[config.mk]
export PLATFORM = sky130hd
export DESIGN_NAME = freq_scan_sched
export DESIGN_NICKNAME = d
export VERILOG_FILES = /design/src/rtl/freq_scan_sched.sv
export SDC_FILE = /design/constraint.sdc
export NUM_CORES = 1
export LEC_CHECK = 0
export CAP_MARGIN = 20
export CORE_ASPECT_RATIO = 1.4
export CORE_MARGIN = 4
export CORE_UTILIZATION = 35
export DETAILED_ROUTE_END_ITERATION = 8
export HOLD_SLACK_MARGIN = 0.02
export PLACE_DENSITY = 0.6
export SETUP_SLACK_MARGIN = 0.02
export SLEW_MARGIN = 5
export SYNTH_ARGS = -nofsm -noshare
export SYNTH_HDL_FRONTEND = slang
export SYNTH_SLANG_ARGS = --single-unit
[constraint.sdc]
create_clock -name clk -period 2.8 [get_ports clk]
set_clock_uncertainty 0.05 [all_clocks]
set_input_delay 0.56 -clock clk [delete_from_list [all_inputs] [get_ports clk]]
set_output_delay 0.56 -clock clk [all_outputs]
set_load 0.005 [all_outputs]
[src/rtl/freq_scan_sched.sv]
// Periodic four-channel frequency snapshot with window alarms, streamed one record per handshake.
// Optional FREQ_SCAN_SKIP_UNCHANGED_EN suppresses records identical to the last one sent per channel.
module freq_scan_sched #(
    parameter int unsigned CLK_FREQ    = 20_000_000,
    parameter int unsigned SCAN_PERIOD = CLK_FREQ / 10
) (
    input  logic        clk,
    input  logic        rst_n,
    input  logic        scan_en,
    input  logic [79:0] freq_in,
    input  logic [19:0] freq_lo,
    input  logic [19:0] freq_hi,
    output logic        out_valid,
    input  logic        out_ready,
    output logic [1:0]  out_ch,
    output logic [19:0] out_freq,
    output logic        out_alarm,
    output logic [3:0]  alarm_flags,
    output logic        scan_done,
    output logic        overrun
);

    typedef enum logic [2:0] {
        ST_IDLE,
        ST_WAIT,
        ST_LATCH,
        ST_SEND,
        ST_DONE
    } state_t;

    localparam logic [23:0] CNT_LAST = 24'(SCAN_PERIOD - 1);

    state_t            state_q, state_d;
    logic [23:0]       cnt_q, cnt_d;
    logic [1:0]        idx_q, idx_d;
    logic [3:0][19:0]  snap_q, snap_d;
    logic [3:0]        alarm_q, alarm_d;
    logic              overrun_q, overrun_d;

    logic [3:0][19:0]  freq_arr;
    logic              tick;
    logic [19:0]       cur_freq;
    logic              cur_alarm;
    logic              skip_cur;
    logic              hs;

    assign freq_arr  = freq_in;
    assign tick      = (state_q != ST_IDLE) && (cnt_q == CNT_LAST);
    assign cur_freq  = snap_q[idx_q];
    assign cur_alarm = alarm_q[idx_q];
    assign hs        = out_valid && out_ready;

`ifdef FREQ_SCAN_SKIP_UNCHANGED_EN
    logic [3:0][19:0]  last_freq_q, last_freq_d;
    logic [3:0]        last_alarm_q, last_alarm_d;
    logic              send_all_q, send_all_d;

    assign skip_cur = (state_q == ST_SEND) && !send_all_q
                      && (cur_freq == last_freq_q[idx_q])
                      && (cur_alarm == last_alarm_q[idx_q]);

    always_comb begin
        last_freq_d  = last_freq_q;
        last_alarm_d = last_alarm_q;
        send_all_d   = send_all_q;
        if (hs) begin
            last_freq_d[idx_q]  = cur_freq;
            last_alarm_d[idx_q] = cur_alarm;
        end
        // Any pass through IDLE invalidates the history until one full scan has gone out.
        if (state_q == ST_IDLE) begin
            send_all_d = 1'b1;
        end else if (state_q == ST_DONE) begin
            send_all_d = 1'b0;
        end
    end

    always_ff @(posedge clk or negedge rst_n) begin
        if (!rst_n) begin
            last_freq_q  <= '0;
            last_alarm_q <= '0;
            send_all_q   <= 1'b0;
        end else begin
            last_freq_q  <= last_freq_d;
            last_alarm_q <= last_alarm_d;
            send_all_q   <= send_all_d;
        end
    end
`else
    assign skip_cur = 1'b0;
`endif

    always_comb begin
        state_d   = state_q;
        cnt_d     = cnt_q;
        idx_d     = idx_q;
        snap_d    = snap_q;
        alarm_d   = alarm_q;
        overrun_d = overrun_q;

        if (state_q == ST_IDLE) begin
            cnt_d = '0;
        end else if (tick) begin
            cnt_d = '0;
        end else begin
            cnt_d = cnt_q + 24'd1;
        end

        // A tick that lands outside WAIT is dropped and only recorded here.
        if (state_q == ST_IDLE) begin
            overrun_d = 1'b0;
        end else if (tick && (state_q != ST_WAIT)) begin
            overrun_d = 1'b1;
        end

        case (state_q)
            ST_IDLE: begin
                if (scan_en) begin
                    state_d = ST_WAIT;
                end
            end
            ST_WAIT: begin
                if (!scan_en) begin
                    state_d = ST_IDLE;
                    cnt_d   = '0;
                end else if (tick) begin
                    state_d = ST_LATCH;
                end
            end
            ST_LATCH: begin
                // The window is folded into the alarm bits here, so it needs no separate copy.
                snap_d = freq_arr;
                for (int unsigned i = 0; i < 4; i++) begin
                    alarm_d[i] = (freq_arr[i] < freq_lo) || (freq_arr[i] > freq_hi);
                end
                idx_d   = 2'd0;
                state_d = ST_SEND;
            end
            ST_SEND: begin
                if (hs || skip_cur) begin
                    if (idx_q == 2'd3) begin
                        state_d = ST_DONE;
                    end else begin
                        idx_d = idx_q + 2'd1;
                    end
                end
            end
            ST_DONE: begin
                if (scan_en) begin
                    state_d = ST_WAIT;
                end else begin
                    state_d = ST_IDLE;
                    cnt_d   = '0;
                end
            end
            default: begin
                state_d = ST_IDLE;
                cnt_d   = '0;
            end
        endcase
    end

    always_ff @(posedge clk or negedge rst_n) begin
        if (!rst_n) begin
            state_q   <= ST_IDLE;
            cnt_q     <= '0;
            idx_q     <= '0;
            snap_q    <= '0;
            alarm_q   <= '0;
            overrun_q <= 1'b0;
        end else begin
            state_q   <= state_d;
            cnt_q     <= cnt_d;
            idx_q     <= idx_d;
            snap_q    <= snap_d;
            alarm_q   <= alarm_d;
            overrun_q <= overrun_d;
        end
    end

    assign out_valid   = (state_q == ST_SEND) && !skip_cur;
    assign out_ch      = idx_q;
    assign out_freq    = cur_freq;
    assign out_alarm   = cur_alarm;
    assign alarm_flags = alarm_q;
    assign scan_done   = (state_q == ST_DONE);
    assign overrun     = overrun_q;

endmodule

== Word-level counts from Yosys, hierarchy flattened ==
Cells that the tools add are included.
Storage, ports and cells
  register bits after elaboration: 114
  latch bits: 0
  RAM bits: 0
  memory bits (read-only): 0
  input port bits: 124
  output and inout port bits: 30
  logic and storage cells: 67
  memories kept: 0
Cells by class
  $add $sub $neg: 2
  multipliers: 0
  divide/modulo/power cells: 0
  magnitude comparators: 9
  eq/ne operators: 12
  shift operators: 0
  mux-type cells: 20
  bitwise logic cells: 0
  reduce and logical (&&, ||, !) cells: 15
Operators by type and width (count)
  20-bit > comparator: 4
  20-bit less-than comparator: 4
  24-bit two-way mux: 3
  24-bit one-hot mux with 2 select lines: 1
  20-bit binary-select mux with 2-bit select: 1
  24-bit by 1-bit adder with 24-bit output (second input constant): 1
  24-bit by 21-bit equality test with 1-bit output (second input constant): 1
  20-bit two-way mux: 1
  3-bit two-way mux: 5
  3-bit one-hot mux with 5 select lines: 1
  3-bit by 2-bit equality test with 1-bit output (second input constant): 2
  1-bit logical OR: 4
  1-bit two-way mux: 4
  2-bit two-way mux: 2
  2-bit by 1-bit inequality test with 1-bit output (second input constant): 2
  2-bit inequality test (second input constant): 2
  2-bit one-hot mux with 2 select lines: 1
  4-bit AND reduction: 1
  2-bit nonzero test: 2
  3-bit by 1-bit equality test with 1-bit output (second input constant): 1
  3-bit equality test (second input constant): 1
  1-bit logical AND: 3
  3-bit logical NOT: 1
  2-bit by 3-bit less-than comparator with 1-bit output (second input constant): 1
  9 further kinds: 9

== Logic depth before layout (Yosys ltp) ==
  word-level depth: 6
  mapped depth: 8
  depth with buffers taken out: 8

== Worst setup path after synthesis ==
OpenSTA, ideal clock, no wires.
  path type: reg2out
  from: register idx_q[0], in the netlist out_ch[0]
  to: output port out_freq[12]
  data arrival time: 1706 ps
  data required time: 2190 ps
  setup slack: 484 ps
  cell stages (with the launch flop): 4
  cell sequence: dfrtp_1 > clkbuf_1 > buf_1 > mux4_2
Between the ends
  word-level cells in the longest chain between the ends: 2
Ends and longest elaborated chain
  from (decl): line 35  | logic [1:0] idx_q, idx_d;
  from (signal assigned): line 174  | idx_q <= idx_d;
  20-bit binary-select mux with 2-bit select: line 49  | assign cur_freq = snap_q[idx_q];
  20-bit two-way mux (not written as such): line 49
  to (decl): line 16  | output logic [19:0] out_freq,
No other way between the ends. The select of a mux whose other input is x is not followed.

== Final worst setup path ==
  from: register idx_q[0], in the netlist out_ch[0]
  to: output port out_alarm
Between the ends
  word-level cells in the longest chain between the ends: 2
Ends and longest elaborated chain
  1-bit binary-select mux with 2-bit select: line 50  | assign cur_alarm = alarm_q[idx_q];
  1-bit two-way mux (not written as such): line 50
  to (decl): line 17  | output logic out_alarm,
No other way between the ends. The select of a mux whose other input is x is not followed.

==> results.ini <==
[logic_synthesis]
yosys_most_used_dff=dfrtp_1
yosysWarnings=0
synth_edf_count=0
synth-async-reset-ratio_pct=100
synth-seq-cells=114
synth_cell_types=38
syn-cell-area_um2=8550
syn-mean-instance-area_um2=8.83
syn_nets=1250
syn-instance-count=968
seq_area_frac_synth_pct=33.4

[clock_tree]
clock_latency_ns=0.42
clkSinkCount=114
post_cts_resized=0
clockBufferDepth=2
cts_root_buf=clkbuf_16
path_clk_slew_ns=0.06
cts_buffers=17
h-tree-depth=4
cts_tree=yes

[final_layout]
nets=1421
antennaDiodeCount=0
fin_area_um2=11200
drive_above_1_share_pct=7.38
area_growth_pct=30.9
post-route-util_pct=46.7
final_common_cell=nand2_1
final_cell_mix=274 x nand2_1, 158 x ha_1, 152 x clkdlybuf4s50_1

[worst_hold_path]
hp-start=snap_q[56]
min_path_type=flip-flop to flip-flop
min_to=snap_q[56]
min_path_cells=2

[routing]
drtIter0Drc=318
num_vias=7704
wl_per_cell_um=18.6
postRouteAntennaNets=0
firstDrtPassIters=4
routed_wl_um=27200
drc=0
viasPerCell=5.27

[sta]
setup_violations=0
setup_tns_ns=0
rsz0062_at_grt=false
worstMarginPinSlew_ns=0.505
relSlewSlack_pct=66.1
fin_ws_ns=0.0823
layout_min_cycle_time_ns=2.72
slew_viol_final=0
period_share_pct=97.1
fmax_mhz=368
hold_viol_final=0

[placement]
gp_congestion=0.901
port-buffer-count=153
placed_area_um2=10600
place_hpwl_um=21800
pre_cts_ws_ns=0.160

[floorplan]
initial_core_util_pct=35.7
dieWidth_um=140
floorplan.rows=67
dieArea_um2=27000
die_y_um=193
coreArea_um2=24000
io_pins=154

[global_routing]
antenna_found_initial=0
overflow=0
track_usage_pct=20.2
grt_pass1_wl_um=42400
grt_max_degree=74
grt_pass1_vias=7868

[critical_path]
critPathKind=flip-flop to output pin
required_ns=2.19
startpoint_type=flip-flop
r2r_setup_slack_ns=0.69
cp_max_fo=10
end_kind=output pin
r2r_end=cnt_q[15]
r2r-start=cnt_q[7]
r2r_cells=5
worstPathArrival_ns=2.11

[pwr]
vdd_ir_drop_max_mv=0.407
cellPowerDensity_nw_per_um2=408
power_mw=4.57
leakage_nw=5.12

[status]
status=complete, no violations

[job]
drv_cap=0

-- kinds of logic (layout without fill, tap and decap cells) --
family / count (synthesis) / after routing / synth area share (%)
XOR/XNOR: 19 / 19 / 1.95
flip-flops: 114 / 114 / 33.4
multiplexers: 21 / 21 / 5.53
AO/OA/AOI/OAI: 140 / 140 / 10.1
AND/OR/NAND/NOR: 438 / 438 / 22.3
adder cells (fa/ha/maj): 158 / 158 / 23.1
buffers and inverters: 78 / 262 / 3.60
-- sequential cells by signal, indices dropped and copies added (netlist names) --
signal       count
alarm_flags      4
state_q          3
cnt_q           24
out_ch           2
snap_q          80
overrun          1
-- layer usage --
| metal | up-vias | GRT usage, % | part of all wire [%] |
|---|---|---|---|
| met3 | 58 | 3.50 | 4.0 |
| met2 | 208 | 36.4 | 51 |
| met5 | - | 0 | 0 |
| met1 | 3655 | 24.0 | 41 |
| li1 | 3783 | - | - |
| met4 | 0 | 7.61 | 3.4 |
-- how the worst max path moves through the flow --
stage	from	endpoint	slack, ns	cells after the start
finish	out_ch[0]	out_alarm	0.08	3
global route	out_ch[0]	out_alarm	0.03	3
CTS	out_ch[0]	out_alarm	0.03	3
detailed placement	freq_in[11]	alarm_flags[0]	0.16	8
global placement	freq_lo[14]	alarm_flags[1]	0.12	8
floorplan	out_ch[0]	out_freq[12]	0.48	3
-- cells in the mapped netlist, types with 2 or more instances --
cell type	n	area (µm²)
nand2_1	274	1030
ha_1	158	1980
dfrtp_1	114	2850
a21oi_1	55	275
inv_1	50	188
nor2_1	45	169
nand3_1	36	180
o21ai_0	28	140
nand4_1	26	163
nor3_1	22	110
mux4_2	21	473
a21o_1	16	120
clkbuf_1	15	56.3
a211oi_1	12	90.1
buf_2	12	60.1
and4_1	11	96.3
xnor2_1	10	87.6
nand2b_1	9	56.3
xor2_1	9	78.8
or3_1	5	31.3
a2111o_1	4	45.0
a211o_1	4	35.0
a21boi_0	4	30.0
a221oi_1	4	35.0
a31oi_1	4	25.0
o211ai_1	4	30.0
o31ai_1	4	30.0
nor2b_1	2	12.5
-- cell type report --
class	count	area, µm²
inverter	50	188
timing repair buffer	180	1800
multi-input combinational	776	5400
clock inverter	15	138
tap	310	388
fill	2384	12800
sequential	114	2850
clock buffer	17	425
-- timing repair --
action	CTS	global route
endpoints found under the hold margin	23	0
buffers inserted	0	2
endpoints found under the setup margin	0	11
hold buffers	1	0
-- per-stage QoR --
| step | hold slack, ns | std cells |
|---|---|---|
| 3_5_place_dp | 0.406 | 1427 |
| 3_3_place_gp | 0.403 | 1427 |
| 5_1_grt | 0.446 | 1462 |
| 4_1_cts | 0.421 | 1460 |
| 2_1_floorplan | 0.214 | 968 |
| 6_report | 0.418 | 1462 |
-- critical path, cell delays in order, from the launching register on --
cell	delay, ns
dfrtp_2	0.45
buf_12	0.19
mux4_2	0.56
clkdlybuf4s50_1	0.49
-- power breakdown --
part | internal (mW) | total, mW | switching, mW
Clock | 1.22 | 2.11 | 0.889
Combinational | 0.376 | 0.800 | 0.424
Sequential | 1.65 | 1.65 | 0.00299
Total | 3.25 | 4.57 | 1.32
No activity file was read; power rests on OpenSTA's default activity.
==> RTL change: new RTL, config.mk and constraints unchanged <==
The parameter `CLK_FREQ` goes from 20_000_000 to 16_777_216.
--- a/src/rtl/freq_scan_sched.sv
+++ b/src/rtl/freq_scan_sched.sv
@@ -1,7 +1,7 @@
 // Periodic four-channel frequency snapshot with window alarms, streamed one record per handshake.
 // Optional FREQ_SCAN_SKIP_UNCHANGED_EN suppresses records identical to the last one sent per channel.
 module freq_scan_sched #(
-    parameter int unsigned CLK_FREQ    = 20_000_000,
+    parameter int unsigned CLK_FREQ    = 16_777_216,
     parameter int unsigned SCAN_PERIOD = CLK_FREQ / 10
 ) (
     input  logic        clk,
Check against the original RTL: same outputs for any inputs over 10 cycles, from zero or initial values and one cycle with rst_n low; that may be too few to reach the edited logic, so the function may still have changed.
==> RTL change against the original RTL <==
Setup slack gained 0.026 ns; power grew 7.1%; sequential cell count unchanged; wire length grew 2.8%; global-route usage grew 0.35 points; final area increased by 5.2%; non-clock buffer count up 48; critical path type unchanged; critical endpoint is now out_freq[15]; area after synthesis is 2.0% higher; count of clock-buffer cells in the layout up 3; largest power group unchanged; maximum frequency up 0.98%; largest cell class unchanged; synthesized cell count is 2.1% higher.
==> RTL change: results (changes against the original RTL) <==
Drt
  – M1 wire length: 11370 microns (+1.6%)
  – WL per Instance: 18.22 microns (-2.0%)
  – Met3 wire len: 868 microns (-20%)
  – DR vias: 7902 (+2.6%)

Min path
  – Worst hold endpoint: snap_q[48]$_DFFE_PN0P_

Critical path
  – R2R Path Start: state_q[0]$_DFFE_PN0P_
  – Reg2Reg Setup Slack: 0.41 ns (-0.28 ns)
  – CP peak stage delay: 0.58 ns (+0.02 ns)

STA
  – Worst-Margin Slew: 0.7976 ns (+0.2926 ns)

Synth
  – Syn nets: 1271 (+1.7%)
  – Synth top cells by count: nand2_1 (304), ha_1 (159), dfrtp_1 (114)
  – Xor-xnor portion of the synthesized cell area: 2.210% (+0.26 points)
  – Compound-cell area share of the yosys netlist: 9.645% (-0.45 points)
  – Sequential element share of the synthesized area: 32.73% (-0.65 points)

Pwr
  – Switch share: 26.56% (-2.3 points)
  – Clk pwr share: 48.4% (+2.1 points)
  – Int Pwr: 3.592 mW (+11%)
  – Leak: 5.419 nW (+5.8%)

Clocking
  – Number of cells upsized or downsized after cts: 1 (+1)

Status
  – Outcome: completed

Place
  – Dpl hpwl: 22540 microns (+3.3%)

Global route
  – Met2 GRT Util: 36.81% (+0.44 points)
  – Largest net degree at the start of global routing: 44 (-41%)
  – Met3 usage: 2.978% (-0.52 points)
  – Overall global routing resource usage: 20.53% (+0.35 points)

Die
  – DIE AREA: 27530 sq um (+1.9%)

Finish
  – Fraction of area in clock buffers and inverters: 5.337% (+0.31 points)
  – Multi-input gates: 789 (+1.7%)
  – Share of layout cells above drive strength 1: 11.25% (+3.9 points)
  – Finished Layout Cells: 1533 (+4.9%)
  – Inverters: 55 (+10%)
[RTL change: worst max-delay path by stage]
| stage | slack, ns | endpoint | from | depth (start not counted) |
|---|---|---|---|---|
| after floorplan | 0.53 | alarm_flags[2]$_DFFE_PN0P_ | freq_lo[19] | 7 |
| after global placement | -0.48 | alarm_flags[1]$_DFFE_PN0P_ | freq_lo[15] | 10 |
| after detailed placement | -0.47 | alarm_flags[1]$_DFFE_PN0P_ | freq_lo[15] | 10 |
| after CTS | 0.08 | out_freq[4] | out_ch[0]$_DFFE_PN0P_ | 3 |
| after global routing | 0.04 | out_freq[4] | out_ch[0]$_DFFE_PN0P_ | 3 |
| final | 0.11 | out_freq[15] | out_ch[0]$_DFFE_PN0P_ | 3 |
[RTL change: worst min-delay path, stage by stage (launching register included)]
cell	delay [ns]
dfrtp_1	0.33
nand2_1	0.05
nand2_1	0.05
